$ cat config.mk
export PLATFORM = sky130hd
export DESIGN_NAME = sqr_acc
export DESIGN_NICKNAME = d
export VERILOG_FILES = /design/src/rtl/sqr_acc.sv
export SDC_FILE = /design/constraint.sdc
export NUM_CORES = 1
export LEC_CHECK = 0
export BUFFER_PORTS_ARGS = -buffer_cell sky130_fd_sc_hd__buf_4
export CAP_MARGIN = 40
export CORE_ASPECT_RATIO = 1.2
export CORE_MARGIN = 5
export CORE_UTILIZATION = 64
export CTS_CLUSTER_SIZE = 28
export DETAILED_ROUTE_END_ITERATION = 10
export GPL_ROUTABILITY_DRIVEN = 0
export PLACE_DENSITY_LB_ADDON = 0.1
export REMOVE_ABC_BUFFERS = 1
export SLEW_MARGIN = 10
export SYNTH_ARGS = -nofsm -noshare
export SYNTH_HDL_FRONTEND = slang
export SYNTH_SLANG_ARGS = --single-unit
$ cat constraint.sdc
create_clock -name clk -period 5.3 [get_ports clk]
set_input_delay 0.795 -clock clk [delete_from_list [all_inputs] [get_ports clk]]
set_output_delay 0.795 -clock clk [all_outputs]
set_load 0.01 [all_outputs]
$ cat src/rtl/sqr_acc.sv
// Sum-of-squares accumulator: squares CNT samples per block and presents the total with valid/ready.
// Optional macro SQR_ACC_SIGNED_EN treats x as two's-complement instead of unsigned.
module sqr_acc #(
    parameter  int I_LEN = 16,
    parameter  int CNT   = 8,
    localparam int O_LEN = 2 * I_LEN + $clog2(CNT)
) (
    input  logic               clk,
    input  logic               rst_n,
    input  logic               clr,
    input  logic [I_LEN-1:0]   x,
    input  logic               x_vld,
    output logic               x_rdy,
    output logic [O_LEN-1:0]   y,
    output logic               y_vld,
    input  logic               y_rdy
);

    localparam int CW = (CNT > 1) ? $clog2(CNT) : 1;

    typedef enum logic {
        ACC  = 1'b0,
        HOLD = 1'b1
    } state_t;

    state_t                 state;
    state_t                 next_state;
    logic [O_LEN-1:0]       acc;
    logic [CW-1:0]          cnt;
    logic                   accept;
    logic                   last;
    logic [2*I_LEN-1:0]     x_ext;
    logic [2*I_LEN-1:0]     sq;
    logic [O_LEN-1:0]       sum;

    // Extending to full product width first lets one multiply serve both number formats.
`ifdef SQR_ACC_SIGNED_EN
    assign x_ext = {{I_LEN{x[I_LEN-1]}}, x};
`else
    assign x_ext = {{I_LEN{1'b0}}, x};
`endif

    assign sq   = x_ext * x_ext;
    assign sum  = acc + O_LEN'(sq);
    assign last = (cnt == CW'(CNT - 1));

    always_ff @(posedge clk or negedge rst_n) begin
        if (!rst_n) begin
            state <= ACC;
        end else begin
            state <= next_state;
        end
    end

    always_comb begin
        next_state = state;
        x_rdy      = 1'b0;
        y_vld      = 1'b0;
        accept     = 1'b0;
        case (state)
            ACC: begin
                x_rdy  = 1'b1;
                accept = x_vld && !clr;
                if (accept && last) begin
                    next_state = HOLD;
                end
            end
            HOLD: begin
                y_vld = 1'b1;
                if (y_rdy) begin
                    next_state = ACC;
                end
            end
            default: next_state = ACC;
        endcase
        if (clr) begin
            next_state = ACC;
        end
    end

    // Accumulator and counter are zeroed as the block completes, so HOLD exits straight into a fresh block.
    always_ff @(posedge clk or negedge rst_n) begin
        if (!rst_n) begin
            acc <= '0;
            cnt <= '0;
            y   <= '0;
        end else if (clr) begin
            acc <= '0;
            cnt <= '0;
        end else if (accept) begin
            if (last) begin
                y   <= sum;
                acc <= '0;
                cnt <= '0;
            end else begin
                acc <= sum;
                cnt <= cnt + CW'(1);
            end
        end
    end

endmodule

After elaboration in Yosys (flattened, before gate mapping)
Cells that the tools add are included.
Storage, ports and cells
  bits in registers: 74
  input port bits: 21
  output and inout port bits: 37
Cells by class
  $add $sub $neg: 2
  $mul: 1
  mux-type cells: 13
  equality and inequality tests: 1
  reductions and logical operators: 5
  bitwise logic cells: 2
Operators with widths (number)
  35-bit 2-to-1 mux: 3
  35-bit by 32-bit adder with 35-bit output: 1
  16-bit by 16-bit multiplier with 32-bit output: 1
  3-bit 2-to-1 mux: 3
  1-bit 2-to-1 mux: 6
  3-bit by 1-bit adder with 3-bit output, second input constant: 1
  3-bit == test, second input constant: 1
  3-bit AND reduction: 1
  1-bit logical AND: 2
  1-bit inverter: 2
  1-bit case mux with 2 select lines: 1
  2-bit nonzero test: 1
  1-bit logical NOT: 1

Longest topological paths before layout
Gate-level depths: netlist of run 1.
  depth in word-level cells: 6
  gate-level depth with buffers: 25
  gate-level depth less buffers: 22

Worst setup path before layout of run 1
No wires, ideal clock.
  path kind: input -> register
  start point: input port x[3]
  end point: register acc[34]
  stages: 22
  data arrival time: 6.234 ns
  required time: 5.176 ns
  setup slack: -1.058 ns
  path through: clkbuf_1 clkbuf_1 nand2_1 inv_1 fa_1 inv_1 fa_1 fa_1 fa_1 inv_1 fa_1 inv_1 fa_1 inv_1 ha_1 and3_4 nand3_2 o21bai_4 a2111oi_4 o211ai_2 and3_1 a211o_1
On the way
  longest elaborated chain between the ends: 5
RTL lines
  start, declared: RTL line 11  | input logic [I_LEN-1:0] x,
  16-bit by 16-bit multiplier with 32-bit output: RTL line 43  | assign sq = x_ext * x_ext;
  35-bit by 32-bit adder with 35-bit output: RTL line 44  | assign sum = acc + O_LEN'(sq);
  35-bit 2-to-1 mux: RTL line 91  | if (last) begin
  35-bit 2-to-1 mux: RTL line 90  | end else if (accept) begin
  35-bit 2-to-1 mux: RTL line 87  | end else if (clr) begin
  end signal, assigned: RTL line 96  | acc <= sum;
  end, declared: RTL line 28  | logic [O_LEN-1:0] acc;
No other way between the ends. The select of a mux whose other input is x is not followed.
A chain may end at the register's enable or synchronous reset.

Final worst setup path of run 1
Ends and elaborated chain as after synthesis.

==> results.md, run 1 <==
* Status: complete, but fails checks
* Failing checks: negative setup slack
* Slew HR at 0.455
* Netlist cell types at 60
* Synth Flop Type: dfrtp_1
* Clock sinks at 74
* Die Area at 20800 um^2
* ANT nets after route at 0
* Smallest hold slack at 413 ps
* HPWL after detailed placement at 22700 um
* Die height at 157 um
* Via-to-Cell Ratio at 5.86
* Count leader, synth: inv_1
* Setup crit end kind: flip-flop
* Avg Cell Area, Syn at 9.03 um^2
* N_diodes at 0
* TritonCTS clock tree: yes
* #FFs+latches synth at 74
* Routed wire per std cell at 21.1 um
* CP max FO at 7
* Iter 0 DRT Violations at 737
* Critical Path Source Type: primary input
* Port bufs at 57
* Final Cycle Share at 1.14
* Hold Crit Class: in2async
* CTS root buffer: clkbuf_16
* Worst-path clk slew at 60 ps
* Die Wd at 132 um
* Gr usage total at 0.314
* F_max at 0.165 GHz
* Synthesized area at 11500 um^2
* Worst Skew at 6.98 ps
* DRC Markers at 0
* Post-CTS Hold Fix Bufs at 0
* Worst Tran Pin Value at 817 ps
* Gr ovfl total at 0
* TritonCTS buffer count at 9
* Initial antenna violation count at 0
* Crit path DAT at 6270 ps
* Core Region at 17600 um^2
* Cell area after layout at 15400 um^2
* Ports at 58
* WS Path Type: in2reg
* WP data required at 5530 ps
* Max cap viols at 0
* Filler cell count at 804
* Async S/R FF share, synth at 1.00
* RSZ-0062 raised after global routing: yes
* Synth top area cells: fa_1 33%, dfrtp_1 16%, ha_1 12%
* Leading area contributor after synthesis: fa_1
* Fin crit period at 6040 ps
* Routed WL at 36500 um
* Number of flops mapped to enable cells by yosys at 0
* H-tree levels at 3
* Mapped Cells at 1274
* Synth-to-Final Area Change at 33.8%
* Final net count at 1829
* Post-synthesis sequential area ratio at 0.161
* 1st-pass router iterations at 5
* Placed instance area at 13300 um^2
* Vias in the first global route at 10900
* Final setup margin at -744 ps
* Skew-Pair Late Insertion Delay at 350 ps
* Top cell type's share of synthesized area at 0.332
* Reg2Reg Depth at 17
* Via count at 10100
* First-pass GRT wire length at 52300 um
* Final slew viol count at 0
* Yosys warns at 0
* Starting Density at 0.655
* Largest net degree at the start of global routing at 43
* Fraction of layout cells with a size suffix above 1 at 0.325
* Fin. Hold Viols at 0
* FP Rows at 53
* Endpoints failing setup at 46
* Post-synth top cells: 340 x inv_1, 191 x fa_1, 153 x nand2_1, 112 x ha_1, 74 x dfrtp_1
* CTS Buffer Depth at 2
## per-layer routing
| metal | part of all wire | wire length [um] | vias up | track usage |
|---|---|---|---|---|
| met2 | 0.52 | 19000 | 542 | 0.586 |
| met3 | 0.062 | 2280 | 209 | 0.0347 |
| li1 | - | - | 4355 | - |
| met5 | 0 | 0 | - | 0 |
| met4 | 0.077 | 2830 | 0 | 0.156 |
| met1 | 0.34 | 12400 | 5026 | 0.355 |
## critical path: stages
cell and delay [ps]:
buf_12 120, buf_4 160, and2_4 150, xnor2_1 130, ha_1 210, a31o_2 240, fa_1 570, fa_1 440
fa_1 420, fa_1 520, inv_1 50, fa_1 510, inv_2 60, ha_4 270, buf_4 160, nand2_1 180
buf_4 220, a2111oi_4 270, buf_4 240, o211ai_2 130, and3_1 170, a211o_1 220
## state kept, by name, summed over array words and instances (netlist names)
| name | count |
|---|---|
| state | 1 |
| y | 35 |
| cnt | 3 |
| acc | 35 |
## timing repair
item,4_1_cts,5_1_grt
endpoints found under the setup margin,48,50
cloned,3,2
buffers inserted,31,18
pin swaps,96,73
gates resized for setup,197,118
## cell usage in the layout (no fill, tap or decap), types with 4 or more instances in the layout
cell type / Yosys / layout
buf_8: 0 / 7
buf_16: 0 / 5
fa_1: 191 / 180
a22o_1: 11 / 11
buf_12: 0 / 15
ha_4: 0 / 20
buf_6: 0 / 29
fa_2: 0 / 11
a21oi_2: 0 / 12
o211ai_1: 6 / 6
a21oi_1: 38 / 20
dfrtp_1: 74 / 74
ha_1: 112 / 89
and3_4: 1 / 5
nand2_2: 0 / 17
xnor2_2: 0 / 6
and2_4: 0 / 24
o21ai_0: 23 / 10
o21ai_1: 30 / 32
nand4_1: 7 / 7
clkbuf_16: 0 / 11
nand2_1: 153 / 132
inv_1: 340 / 308
buf_4: 0 / 208
xor2_1: 11 / 8
and2_1: 59 / 35
a211o_1: 5 / 5
nor2_1: 31 / 25
o21ai_2: 0 / 10
xnor2_1: 25 / 16
inv_2: 1 / 33
a21oi_4: 0 / 6
nand2_4: 0 / 4
a21o_1: 24 / 24
nand3_1: 11 / 8
## layout make-up
cell class,instances,area (um^2),area share
inverters,341,1280,0.0832
clock buffers,11,243,0.0158
clock inverters,5,77.6,0.00504
multi-input cells,813,9190,0.597
well taps,220,275,0.0179
repair buffers,266,2480,0.161
flip-flops and latches,74,1850,0.120
## logic make-up after synthesis
| logic type | after synthesis | synth area share |
|---|---|---|
| fa+ha+maj | 303 | 0.454 |
| simple gates | 288 | 0.117 |
| buf+inv | 387 | 0.126 |
| compound gates | 180 | 0.108 |
| flops | 74 | 0.161 |
| xor+xnor | 36 | 0.0274 |
| mux | 6 | 0.00566 |
## path summary, 6_finish.rpt
path	start	slack, ps	end
max reg2reg	acc[10]	530	acc[34]
min in group clk	y[0]	480	y[0]
min	rst_n	410	cnt[2]
max	x[3]	-740	acc[34]
max in group asynchronous	rst_n	4270	acc[10]
min reg2reg	y[0]	480	y[0]
## per-stage QoR
step,worst slack (ps),util,TNS (ps),std cells
finish,-744,0.876,-21220,1730
global route,-896,0.876,-28060,1730
CTS,-470,0.841,-13200,1715
detailed placement,-1100,0.758,-43490,1667
global placement,-1060,0.754,-41560,1664
floorplan,-690,-,-16610,1228
Power of run 1 is not shown: default switching activity piles up to over one toggle a cycle in this logic, so the estimate is an artifact.
==> inputs of run 2 (changes only) <==
==> constraint.sdc (replaced) <==
create_clock -name clk -period 5.3 [get_ports clk]
set_input_delay 0.265 -clock clk [delete_from_list [all_inputs] [get_ports clk]]
set_output_delay 0.265 -clock clk [all_outputs]
set_load 0.01 [all_outputs]
==> run 2 against run 1 <==
  * The flow still finishes with violations (negative setup slack)
  * Cell count shrank 2.2%
  * Fmax grew 13%
  * Sequential cell count is the same
  * Critical path depth grew 2
  * Die area is the same
  * Setup slack gained 700 ps
  * Register-to-register slack gained 220 ps
  * Utilization shrank 5.1 points
  * Highest routed layer unchanged
==> results.md, run 2 (synthesis results as in run 1) <==
* Status: complete, but fails checks
* Failing checks: negative setup slack
* Worst Tran Pin Value at 798 ps
* Port bufs at 57
* Worst Skew at 9.37 ps
* ANT nets after route at 0
* Gr usage total at 0.275
* Endpoints failing setup at 6
* TritonCTS buffer count at 9
* Worst-path clk slew at 60 ps
* Via count at 9214
* Cell area after layout at 14500 um^2
* Gr ovfl total at 0
* H-tree levels at 3
* WP data required at 5510 ps
* Core Region at 17600 um^2
* Die Wd at 132 um
* Area of the multi-input gates at 8730 um^2
* Setup crit end kind: flip-flop
* Largest net degree at the start of global routing at 57
* Crit-path leading delay family: adder cells
* Commonest non-fill, non-tap cell in the layout: inv_1
* Hold Crit Class: in2reg
* Fraction of layout cells with a size suffix above 1 at 0.253
* First-pass GRT wire length at 46300 um
* Fin crit period at 5340 ps
* CP dominant cell by count: fa_1
* Initial antenna violation count at 1
* Routed wire per std cell at 17.1 um
* Biggest regs: acc (35), y (35), cnt (3)
* Via-to-Cell Ratio at 5.45
* Skew-Pair Late Insertion Delay at 340 ps
* Critical path's largest stage delay at 500 ps
* RR Startpoint: acc[8]
* Critical Path Source Type: primary input
* Cell depth of the worst setup path at 24
* TritonCTS clock tree: yes
* Slowest CP cell: fa_1
* Ports at 58
* Clock sinks at 74
* Final Cycle Share at 1.01
* CP max FO at 6
* WHS Path Cells at 2
* HPWL after detailed placement at 22500 um
* CP startpoint: x[5]
* Vias in the first global route at 10000
* Die Area at 20800 um^2
* Final slew viol count at 0
* CTS root buffer: clkbuf_16
* Crit path DAT at 5550 ps
* Worst Path Buf+Inv at 9
* Reg2Reg Depth at 16
* Fin. Hold Viols at 0
* Routed WL at 28900 um
* CTS Buffer Depth at 2
* FP Rows at 53
* Iter 0 DRT Violations at 493
* N_diodes at 0
* DRC Markers at 0
* Final setup margin at -42.6 ps
* RSZ-0062 raised after global routing: yes
* Synth-to-Final Area Change at 26.1%
* Setup TNS at -166 ps
* F_max at 0.187 GHz
* Smallest hold slack at 88.0 ps
* Filler cell count at 1047
* 1st-pass router iterations at 7
* Crit-path cells: buf_12 > buf_12 > and2_4 > inv_2 > fa_1 > inv_1 > fa_1 > inv_1 > fa_1 > inv_2 > fa_1 > fa_1 > inv_1 > fa_1 > inv_2 > ha_4 > a211o_1 > a211oi_2 > nand3_2 > buf_4 > a21o_1 > a41oi_2 > xor2_1 > o21ai_1
* Placed instance area at 13200 um^2
* WS Path Type: in2reg
* Most frequent cells in the layout: 319 x inv_1, 188 x buf_4, 186 x fa_1, 145 x nand2_1, 97 x ha_1
* Sequential cell area at 1850 um^2
* Die height at 157 um
* Final net count at 1791
* Slew HR at 0.468
* Max cap viols at 0
* HP Start: y_rdy
* Starting Density at 0.655
run 2: cell count changes in the layout (fill, tap and decap cells not counted), moves of 7 or more:
| cell | delta |
|---|---|
| ha_1 | +8 |
| buf_6 | -7 |
| buf_4 | -20 |
| and2_4 | -8 |
| inv_2 | -11 |
| a21oi_1 | +7 |
| nand2_2 | -9 |
| nand2_1 | +13 |
| and2_1 | +8 |
| inv_1 | +11 |
| o21ai_0 | +8 |
run 2: layout make-up:
class,instances,share of cell area
clock inverters,7,0.00975
inverters,341,0.0883
flip-flops and latches,74,0.128
multi-input cells,813,0.602
repair buffers,228,0.138
well taps,220,0.0190
clock buffers,9,0.0155
run 2: final timing paths:
| path | end | slack (ps) |
|---|---|---|
| setup / recovery | y[27] | -40 |
| hold / removal | state | 90 |
| setup reg to reg | y[29] | 750 |
| hold reg to reg | y[1] | 480 |
| max in group asynchronous | y[22] | 4360 |
| min in group asynchronous | cnt[2] | 350 |
run 2: timing repair:
action / in CTS / in global routing
setup buffers: 8 / 17
endpoints found under the setup margin: 32 / 40
gates cloned: 0 / 1
gates resized for setup: 45 / 129
hold endpoints to repair: 18 / 0
pin swaps: 26 / 61
hold buffers: 1 / 0
run 2: per-layer routing:
metal  track usage  vias to the layer above  share of wire
met5             0                        -              0
met4         0.128                        0          0.054
met3        0.0206                       96          0.038
met2         0.507                      247           0.53
met1         0.328                     4602           0.38
li1              -                     4269              -
run 2: stage by stage:
step,setup WS [ps],util,cells
after floorplan,-160,-,1228
after global placement,-528,0.748,1648
after detailed placement,-617,0.751,1650
after CTS,-15.9,0.788,1675
after global routing,-249,0.825,1692
final,-42.6,0.825,1692
Power of run 2 is left out for the same reason.
